$ cat src/rtl/pe_dpctl_gen_if.sv
// Handshake, configuration and status bundle for the pe_dpctl_gen loop controller.
// o_error exists only when PE_DPCTL_ERR_EN is defined.
interface pe_dpctl_gen_if #(
    parameter int NDIM  = 5,
    parameter int IDXW  = 6,
    parameter int ADDRW = 8
) ();
    logic                    i_start;
    logic                    i_abort;
    logic                    i_stall;
    logic [NDIM*IDXW-1:0]    i_loop_size;
    logic [NDIM*ADDRW-1:0]   i_in_stride;
    logic [NDIM*ADDRW-1:0]   i_wt_stride;
    logic [ADDRW:0]          i_in_cnt;
    logic [ADDRW:0]          i_wt_cnt;

    logic                    Input_rdy;
    logic                    Input_ack;
    logic                    Weight_rdy;
    logic                    Weight_ack;
    logic                    MAIN_rdy;
    logic                    MAIN_ack;

    logic [ADDRW-1:0]        o_in_waddr;
    logic [ADDRW-1:0]        o_in_raddr;
    logic [ADDRW-1:0]        o_wt_waddr;
    logic [ADDRW-1:0]        o_wt_raddr;
    logic                    o_in_write;
    logic                    o_wt_write;
    logic                    o_read;
    logic                    o_last;
    logic                    o_busy;
    logic                    o_done;
    logic [NDIM*IDXW-1:0]    o_idx;
`ifdef PE_DPCTL_ERR_EN
    logic                    o_error;
`endif

    modport master (
`ifdef PE_DPCTL_ERR_EN
        input  o_error,
`endif
        output i_start, i_abort, i_stall, i_loop_size, i_in_stride, i_wt_stride,
        output i_in_cnt, i_wt_cnt, Input_rdy, Weight_rdy, MAIN_ack,
        input  Input_ack, Weight_ack, MAIN_rdy,
        input  o_in_waddr, o_in_raddr, o_wt_waddr, o_wt_raddr,
        input  o_in_write, o_wt_write, o_read, o_last, o_busy, o_done, o_idx
    );

    modport slave (
`ifdef PE_DPCTL_ERR_EN
        output o_error,
`endif
        input  i_start, i_abort, i_stall, i_loop_size, i_in_stride, i_wt_stride,
        input  i_in_cnt, i_wt_cnt, Input_rdy, Weight_rdy, MAIN_ack,
        output Input_ack, Weight_ack, MAIN_rdy,
        output o_in_waddr, o_in_raddr, o_wt_waddr, o_wt_raddr,
        output o_in_write, o_wt_write, o_read, o_last, o_busy, o_done, o_idx
    );
endinterface

$ cat src/rtl/pe_dpctl_gen.sv
// Nested-loop datapath controller: fills input/weight pads and walks NDIM loop indices.
// Optional sticky protocol-error flag enabled by defining PE_DPCTL_ERR_EN.
module pe_dpctl_gen #(
    parameter int NDIM  = 5,
    parameter int IDXW  = 6,
    parameter int ADDRW = 8
) (
    input  logic          i_clk,
    input  logic          i_rst,
    pe_dpctl_gen_if.slave bus
);

    typedef enum logic [2:0] {IDLE, INIT, WORK, STALL, DONE} state_t;

    state_t state, state_nxt;

    logic [IDXW-1:0]  size_q      [NDIM];
    logic [ADDRW-1:0] in_stride_q [NDIM];
    logic [ADDRW-1:0] wt_stride_q [NDIM];
    logic [IDXW-1:0]  idx_q       [NDIM];
    logic [IDXW-1:0]  idx_nxt     [NDIM];
    logic [ADDRW:0]   in_cnt_q, wt_cnt_q;
    logic [ADDRW:0]   in_wcnt, wt_wcnt;

    logic [ADDRW-1:0]     in_raddr, wt_raddr;
    logic [NDIM*IDXW-1:0] idx_flat;
    logic                 all_last, carry;
    logic                 in_ack, wt_ack, main_rdy, busy, done;
    logic                 in_xfer, wt_xfer, main_xfer, clr_cnt;

    // A programmed trip count of zero runs the loop once.
    function automatic logic [IDXW-1:0] clamp_size(input logic [IDXW-1:0] s);
        return (s == '0) ? IDXW'(1) : s;
    endfunction

    function automatic logic [ADDRW-1:0] mul_mod(input logic [IDXW-1:0]  a,
                                                 input logic [ADDRW-1:0] b);
        logic [IDXW+ADDRW-1:0] p;
        p = {{ADDRW{1'b0}}, a} * {{IDXW{1'b0}}, b};
        return p[ADDRW-1:0];
    endfunction

    // Read addresses and last-iteration detect from the registered indices
    always_comb begin
        in_raddr = '0;
        wt_raddr = '0;
        all_last = 1'b1;
        idx_flat = '0;
        for (int k = 0; k < NDIM; k++) begin
            in_raddr = in_raddr + mul_mod(idx_q[k], in_stride_q[k]);
            wt_raddr = wt_raddr + mul_mod(idx_q[k], wt_stride_q[k]);
            if (idx_q[k] != size_q[k] - IDXW'(1)) all_last = 1'b0;
            idx_flat[k*IDXW +: IDXW] = idx_q[k];
        end
    end

    always_comb begin
        carry = 1'b1;
        for (int k = 0; k < NDIM; k++) begin
            idx_nxt[k] = idx_q[k];
            if (carry) begin
                if (idx_q[k] == size_q[k] - IDXW'(1)) begin
                    idx_nxt[k] = '0;
                end else begin
                    idx_nxt[k] = idx_q[k] + IDXW'(1);
                    carry      = 1'b0;
                end
            end
        end
    end

    always_ff @(posedge i_clk or posedge i_rst) begin
        if (i_rst) state <= IDLE;
        else       state <= state_nxt;
    end

    always_comb begin
        state_nxt = state;
        in_ack    = 1'b0;
        wt_ack    = 1'b0;
        main_rdy  = 1'b0;
        busy      = 1'b0;
        done      = 1'b0;
        unique case (state)
            IDLE: begin
                if (bus.i_start) state_nxt = INIT;
            end
            INIT: begin
                busy      = 1'b1;
                state_nxt = bus.i_abort ? IDLE : WORK;
            end
            WORK: begin
                busy     = 1'b1;
                in_ack   = in_wcnt < in_cnt_q;
                wt_ack   = wt_wcnt < wt_cnt_q;
                // A word written this cycle becomes readable next cycle.
                main_rdy = ({1'b0, in_raddr} < in_wcnt) && ({1'b0, wt_raddr} < wt_wcnt);
                if (bus.i_abort)                            state_nxt = IDLE;
                else if (bus.i_stall)                       state_nxt = STALL;
                else if (main_rdy && bus.MAIN_ack && all_last) state_nxt = DONE;
            end
            STALL: begin
                busy = 1'b1;
                if (bus.i_abort)       state_nxt = IDLE;
                else if (!bus.i_stall) state_nxt = WORK;
            end
            DONE: begin
                done      = 1'b1;
                state_nxt = IDLE;
            end
            default: state_nxt = IDLE;
        endcase
    end

    assign in_xfer   = in_ack && bus.Input_rdy;
    assign wt_xfer   = wt_ack && bus.Weight_rdy;
    assign main_xfer = main_rdy && bus.MAIN_ack;
    assign clr_cnt   = ((state == WORK) || (state == STALL)) && bus.i_abort;

    // Configuration latch and progress counters
    always_ff @(posedge i_clk or posedge i_rst) begin
        if (i_rst) begin
            for (int k = 0; k < NDIM; k++) begin
                size_q[k]      <= '0;
                in_stride_q[k] <= '0;
                wt_stride_q[k] <= '0;
                idx_q[k]       <= '0;
            end
            in_cnt_q <= '0;
            wt_cnt_q <= '0;
            in_wcnt  <= '0;
            wt_wcnt  <= '0;
        end else if (state == INIT) begin
            for (int k = 0; k < NDIM; k++) begin
                size_q[k]      <= clamp_size(bus.i_loop_size[k*IDXW +: IDXW]);
                in_stride_q[k] <= bus.i_in_stride[k*ADDRW +: ADDRW];
                wt_stride_q[k] <= bus.i_wt_stride[k*ADDRW +: ADDRW];
                idx_q[k]       <= '0;
            end
            in_cnt_q <= bus.i_in_cnt;
            wt_cnt_q <= bus.i_wt_cnt;
            in_wcnt  <= '0;
            wt_wcnt  <= '0;
        end else if (clr_cnt) begin
            for (int k = 0; k < NDIM; k++) idx_q[k] <= '0;
            in_wcnt <= '0;
            wt_wcnt <= '0;
        end else begin
            if (in_xfer) in_wcnt <= in_wcnt + (ADDRW+1)'(1);
            if (wt_xfer) wt_wcnt <= wt_wcnt + (ADDRW+1)'(1);
            if (main_xfer) begin
                for (int k = 0; k < NDIM; k++) idx_q[k] <= idx_nxt[k];
            end
        end
    end

`ifdef PE_DPCTL_ERR_EN
    logic err_q;

    // Entering INIT clears the flag even if a violation coincides.
    always_ff @(posedge i_clk or posedge i_rst) begin
        if (i_rst)                                   err_q <= 1'b0;
        else if ((state == IDLE) && bus.i_start)     err_q <= 1'b0;
        else if ((bus.MAIN_ack && !main_rdy) ||
                 (bus.i_start && (state != IDLE)))   err_q <= 1'b1;
    end

    assign bus.o_error = err_q;
`endif

    assign bus.Input_ack  = in_ack;
    assign bus.Weight_ack = wt_ack;
    assign bus.MAIN_rdy   = main_rdy;
    assign bus.o_in_write = in_xfer;
    assign bus.o_wt_write = wt_xfer;
    assign bus.o_read     = main_xfer;
    assign bus.o_in_waddr = in_wcnt[ADDRW-1:0];
    assign bus.o_wt_waddr = wt_wcnt[ADDRW-1:0];
    assign bus.o_in_raddr = in_raddr;
    assign bus.o_wt_raddr = wt_raddr;
    assign bus.o_idx      = idx_flat;
    assign bus.o_last     = ((state == WORK) || (state == STALL)) && all_last;
    assign bus.o_busy     = busy;
    assign bus.o_done     = done;

endmodule

$ cat src/flat_wrapper.sv
// flat-port wrapper written by rule: the top's interface ports become plain ports
module pe_dpctl_gen_flat 
#(
    parameter int NDIM  = 5,
    parameter int IDXW  = 6,
    parameter int ADDRW = 8
)
  (i_clk, i_rst, bus_i_start, bus_i_abort, bus_i_stall, bus_i_loop_size, bus_i_in_stride, bus_i_wt_stride, bus_i_in_cnt, bus_i_wt_cnt, bus_Input_rdy, bus_Weight_rdy, bus_MAIN_ack, bus_Input_ack, bus_Weight_ack, bus_MAIN_rdy, bus_o_in_waddr, bus_o_in_raddr, bus_o_wt_waddr, bus_o_wt_raddr, bus_o_in_write, bus_o_wt_write, bus_o_read, bus_o_last, bus_o_busy, bus_o_done, bus_o_idx);
  pe_dpctl_gen_if #(.NDIM(NDIM), .IDXW(IDXW), .ADDRW(ADDRW)) bus_i ();
  input  logic i_clk;
  input  logic i_rst;
  input wire logic [$bits(bus_i.i_start)-1:0] bus_i_start;
  input wire logic [$bits(bus_i.i_abort)-1:0] bus_i_abort;
  input wire logic [$bits(bus_i.i_stall)-1:0] bus_i_stall;
  input wire logic [$bits(bus_i.i_loop_size)-1:0] bus_i_loop_size;
  input wire logic [$bits(bus_i.i_in_stride)-1:0] bus_i_in_stride;
  input wire logic [$bits(bus_i.i_wt_stride)-1:0] bus_i_wt_stride;
  input wire logic [$bits(bus_i.i_in_cnt)-1:0] bus_i_in_cnt;
  input wire logic [$bits(bus_i.i_wt_cnt)-1:0] bus_i_wt_cnt;
  input wire logic [$bits(bus_i.Input_rdy)-1:0] bus_Input_rdy;
  input wire logic [$bits(bus_i.Weight_rdy)-1:0] bus_Weight_rdy;
  input wire logic [$bits(bus_i.MAIN_ack)-1:0] bus_MAIN_ack;
  output wire logic [$bits(bus_i.Input_ack)-1:0] bus_Input_ack;
  output wire logic [$bits(bus_i.Weight_ack)-1:0] bus_Weight_ack;
  output wire logic [$bits(bus_i.MAIN_rdy)-1:0] bus_MAIN_rdy;
  output wire logic [$bits(bus_i.o_in_waddr)-1:0] bus_o_in_waddr;
  output wire logic [$bits(bus_i.o_in_raddr)-1:0] bus_o_in_raddr;
  output wire logic [$bits(bus_i.o_wt_waddr)-1:0] bus_o_wt_waddr;
  output wire logic [$bits(bus_i.o_wt_raddr)-1:0] bus_o_wt_raddr;
  output wire logic [$bits(bus_i.o_in_write)-1:0] bus_o_in_write;
  output wire logic [$bits(bus_i.o_wt_write)-1:0] bus_o_wt_write;
  output wire logic [$bits(bus_i.o_read)-1:0] bus_o_read;
  output wire logic [$bits(bus_i.o_last)-1:0] bus_o_last;
  output wire logic [$bits(bus_i.o_busy)-1:0] bus_o_busy;
  output wire logic [$bits(bus_i.o_done)-1:0] bus_o_done;
  output wire logic [$bits(bus_i.o_idx)-1:0] bus_o_idx;
  assign bus_i.i_start = bus_i_start;
  assign bus_i.i_abort = bus_i_abort;
  assign bus_i.i_stall = bus_i_stall;
  assign bus_i.i_loop_size = bus_i_loop_size;
  assign bus_i.i_in_stride = bus_i_in_stride;
  assign bus_i.i_wt_stride = bus_i_wt_stride;
  assign bus_i.i_in_cnt = bus_i_in_cnt;
  assign bus_i.i_wt_cnt = bus_i_wt_cnt;
  assign bus_i.Input_rdy = bus_Input_rdy;
  assign bus_i.Weight_rdy = bus_Weight_rdy;
  assign bus_i.MAIN_ack = bus_MAIN_ack;
  assign bus_Input_ack = bus_i.Input_ack;
  assign bus_Weight_ack = bus_i.Weight_ack;
  assign bus_MAIN_rdy = bus_i.MAIN_rdy;
  assign bus_o_in_waddr = bus_i.o_in_waddr;
  assign bus_o_in_raddr = bus_i.o_in_raddr;
  assign bus_o_wt_waddr = bus_i.o_wt_waddr;
  assign bus_o_wt_raddr = bus_i.o_wt_raddr;
  assign bus_o_in_write = bus_i.o_in_write;
  assign bus_o_wt_write = bus_i.o_wt_write;
  assign bus_o_read = bus_i.o_read;
  assign bus_o_last = bus_i.o_last;
  assign bus_o_busy = bus_i.o_busy;
  assign bus_o_done = bus_i.o_done;
  assign bus_o_idx = bus_i.o_idx;
  pe_dpctl_gen #(.NDIM(NDIM), .IDXW(IDXW), .ADDRW(ADDRW)) u_core (.i_clk(i_clk), .i_rst(i_rst), .bus(bus_i));
endmodule
$ cat config.mk
export PLATFORM = sky130hd
export DESIGN_NAME = pe_dpctl_gen_flat
export DESIGN_NICKNAME = d
export VERILOG_FILES = /design/src/rtl/pe_dpctl_gen_if.sv /design/src/rtl/pe_dpctl_gen.sv /design/src/flat_wrapper.sv
export SDC_FILE = /design/constraint.sdc
export NUM_CORES = 1
export LEC_CHECK = 0
export ABC_AREA = 0
export BUFFER_PORTS_ARGS = -buffer_cell sky130_fd_sc_hd__clkbuf_2
export CORE_MARGIN = 1
export CORE_UTILIZATION = 45
export DETAILED_ROUTE_END_ITERATION = 6
export HOLD_SLACK_MARGIN = 0.12
export RECOVER_POWER = 50
export SLEW_MARGIN = 20
export SYNTH_ARGS = -nofsm -noshare
export SYNTH_HDL_FRONTEND = slang
export SYNTH_SLANG_ARGS = --single-unit
$ cat constraint.sdc
create_clock -name i_clk -period 12.5 [get_ports i_clk]
set_input_delay 2.5 -clock i_clk [delete_from_list [all_inputs] [get_ports i_clk]]
set_output_delay 2.5 -clock i_clk [all_outputs]
set_load 0.005 [all_outputs]
==> impl_results.md <==
* Leakage at about 8.6 nW
* Worst-Margin Slew at around 3.9 ns
* # hold bufs at CTS at 0
* Post-detail-place hpwl at roughly 39,000 µm
* Minimum clock period at approximately 11 ns
* I/O pin cnt at slightly above 200
* Commonest non-fill, non-tap cells in the layout: nand2_1, inv_1, clkbuf_2, fa_1, dfrtp_1
* Gate Count Post-Synth at around 1,800
* Starting Density at 0.458
* WP buf/inv at 3
* Async SR Flop Fraction at 1.00
* Clock Pin Slew Worst Setup and Hold Paths at around 0.070 ns
* Clk Latency, worst-skew pair at about 0.46 ns
* Final period util at 0.920
* Detailed Route Iter0 Violations at 776
* CTS tree: yes
* Sequential fraction of the synthesis area at 0.252
* # DRC at 0
* CP Cell Sequence: nand2_1 > fa_1 > fa_1 > fa_1 > fa_1 > fa_1 > fa_1 > fa_1 > fa_1 > xnor2_1 > xnor2_1 > xnor2_1 > xnor2_1 > xnor2_1 > xnor2_1 > xnor2_1 > ha_1 > a2111oi_0 > buf_4 > o22a_1 > nand2_1 > inv_2 > clkbuf_2
* Critical-path maximum fanout at 23
* Footprint of the multi-input gates at 12,000 µm²
* Clock skew at between 0.015 and 0.02 ns
* Ys Warns at 0
* Share of layout cells above drive strength 1 at 0.177
* First-pass GRT wire length at roughly 78,000 µm
* I/O Buffers at approximately 210
* WL/cell at 19.2 µm
* CP max stage delay at approximately 0.9 ns
* Worst Setup End Kind: output pin
* Top FF cell, synth: dfrtp_1
* Worst VDD drop at approximately 0.00011 V
* Final antenna-violating net count at 0
* Kind of cell adding the most delay to the critical path: adder cells
* Post-CTS Setup Repair Bufs at 0
* Final Hold Vio Count at 0
* Post-route setup slack at 1.00 ns
* # clock sinks at around 180
* Post-synth EDFFs at 0
* Worst endpoint data arrival time at 9.00 ns
* Syn_nets at approximately 2,300
* Final Max Slew Viols at 387
* Synth Register Bits at ~180
* Status: complete, but fails checks
* Final GP Congestion at 0.891
* Chip Width at between 200 and 250 µm
* Total Wirelength at between 40,000 and 50,000 µm
* Fmax at between 0.08 and 0.09 GHz
* Clock Root Buffer: clkbuf_16
* Pre-CTS WS at between 1 and 1.5 ns
* Power Total at about 2 mW
* CTS Buffer Depth at 2
* Area grow syn2layout at 11.0%
* Fin area at 19,700 µm²
* CP max-delay cell: dfrtp_1
* Cells after DPL at roughly 2,500
* Seq. cell area at approximately 4500 µm²
* Overall via count from detail_route at around 13,000
* GRT Total Usage at 0.251
* Post-CTS Resized at 0
* Largest net degree at the start of global routing at 76
* MaxCap Viol Count at 8
* Fill count at ~3,600
* Hold/Removal Path Class: reg -> reg
* Most common cell after layout, fill and taps aside: nand2_1
* Number of global-route vias before repair at approximately 14,000
* Kind of critical path: reg -> out
* DR vias/cell at about 5.2
* Slew margin rel. at -1.58
* Htree depth at 4
* Die area at approximately 40,000 µm²
* Worst path most repeated cell: fa_1
* Initial DRT Pass Iterations at 5
* Post-Layout Cell Count at between 2,000 and 3,000
* DP Area at ~19,000 µm²
* Critical Path RT at approximately 10 ns
* Synth unique cells at 63
* Avg Cell Area, Syn at between 9 and 10 µm²
* Nets at between 2,000 and 2,500
* Core area at between 30,000 and 40,000 µm²
* Clock buffer count from CTS at 17
* Die Span Y at between 200 and 250 µm
* Startpoint Class: flop
* Count of final setup violators at 0
* RSZ-0062 raised after global routing: no
* Area of the mapped netlist at approximately 18,000 µm²
* Rows at 72
* Fin Setup TNS at 0 ns
* N_diodes at 0
* PD cells at slightly above 100 nW/µm²
* Initial antenna violation count at 0
* Grt ovf at 0
* Failing checks: max-capacitance violations, max-slew violations
## cells in the mapped netlist, types with 13 or more instances
master / count / share of area
nand2_1: 252 / 0.053
inv_1: 242 / 0.051
fa_1: 194 / 0.22
dfrtp_1: 179 / 0.25
and2_1: 139 / 0.049
ha_1: 134 / 0.094
xnor2_1: 132 / 0.065
mux2_2: 101 / 0.064
clkbuf_1: 67 / 0.014
nor2_1: 39 / 0.0082
o21ai_0: 37 / 0.010
xor2_1: 37 / 0.018
a21oi_1: 34 / 0.0096
nand3_1: 31 / 0.0087
buf_4: 16 / 0.0068
nor3_1: 16 / 0.0045
o21ai_1: 16 / 0.0045
nand2b_1: 13 / 0.0046
## sequential cells by signal, summed over array words and instances (netlist names)
| signal | count |
|---|---|
| u_core.in_stride_q | 40 |
| u_core.wt_stride_q | 40 |
| u_core.bus.o_idx | 30 |
| u_core.size_q | 30 |
| u_core.in_cnt_q | 9 |
| u_core.in_wcnt | 9 |
| u_core.wt_cnt_q | 9 |
| u_core.wt_wcnt | 9 |
| u_core.state | 3 |
## cell type report
class	instances	share of cell area
inverter	245	0.0467
timing repair buffer	221	0.0567
tap	518	0.0329
multi-input combinational	1312	0.607
sequential	179	0.227
clock inverter	10	0.00622
clock buffer	22	0.0235
## worst register-to-register path, stage by stage, from the launching register on
cell	delay (ns)
dfrtp_1	0.90
nand2_1	0.18
fa_1	0.54
fa_1	0.56
fa_1	0.59
fa_1	0.46
fa_1	0.48
fa_1	0.54
fa_1	0.43
fa_1	0.42
xnor2_1	0.15
xnor2_1	0.14
xnor2_1	0.28
xnor2_1	0.18
xnor2_1	0.11
xnor2_1	0.38
xnor2_1	0.22
ha_1	0.26
a2111oi_0	0.60
buf_4	0.25
o22a_1	0.25
nand4_1	0.49
or4b_1	0.68
a21oi_1	0.18
## power by group
part / switching [mW] / internal [mW]
Clock: 0.249 / 0.307
Combinational: 0.232 / 0.245
Sequential: 0.226 / 0.729
Total: 0.707 / 1.28
## path summary, 6_finish.rpt
path | slack [ns] | cells after the start | from | to
max reg2reg | 3.10 | 23 | u_core.bus.o_idx[24] | u_core.bus.o_idx[23]
min reg2reg | 0.51 | 1 | u_core.in_cnt_q[0] | u_core.in_cnt_q[0]
min | 0.51 | 1 | u_core.in_cnt_q[0] | u_core.in_cnt_q[0]
max | 1.00 | 23 | u_core.bus.o_idx[24] | bus_o_read
min in group asynchronous | 2.42 | 2 | i_rst | u_core.size_q[16]
max in group asynchronous | 5.77 | 3 | i_rst | u_core.in_wcnt[8]
## logic make-up (layout without fill, tap and decap cells)
| group | Yosys count | after routing | share of synthesized area |
|---|---|---|---|
| AOI/OAI and AO/OA | 159 | 159 | 0.0563 |
| xor gates and xnor gates | 169 | 169 | 0.0833 |
| adders and majority gates | 328 | 328 | 0.313 |
| buffers and inverters | 336 | 498 | 0.0748 |
| DFF | 179 | 179 | 0.252 |
| muxes | 105 | 105 | 0.0663 |
| and+or+nand+nor | 551 | 551 | 0.154 |
## per-layer routing
| layer | wire [µm] | GRT usage | share of wire | vias to the layer above |
|---|---|---|---|---|
| met4 | 1200 | 0.0815 | 0.025 | 0 |
| li1 | - | - | - | 6096 |
| met1 | 22100 | 0.347 | 0.46 | 6494 |
| met5 | 0 | 0 | 0 | - |
| met3 | 2790 | 0.0498 | 0.058 | 55 |
| met2 | 22000 | 0.396 | 0.46 | 372 |
## through the flow
| stage | utilization | hold WS (ns) |
|---|---|---|
| after floorplan | - | 0.481 |
| after global placement | 0.493 | 0.496 |
| after detailed placement | 0.493 | 0.502 |
| after CTS | 0.509 | 0.519 |
| after global routing | 0.508 | 0.539 |
| final | 0.508 | 0.514 |
No activity file was read; power rests on OpenSTA's default activity.
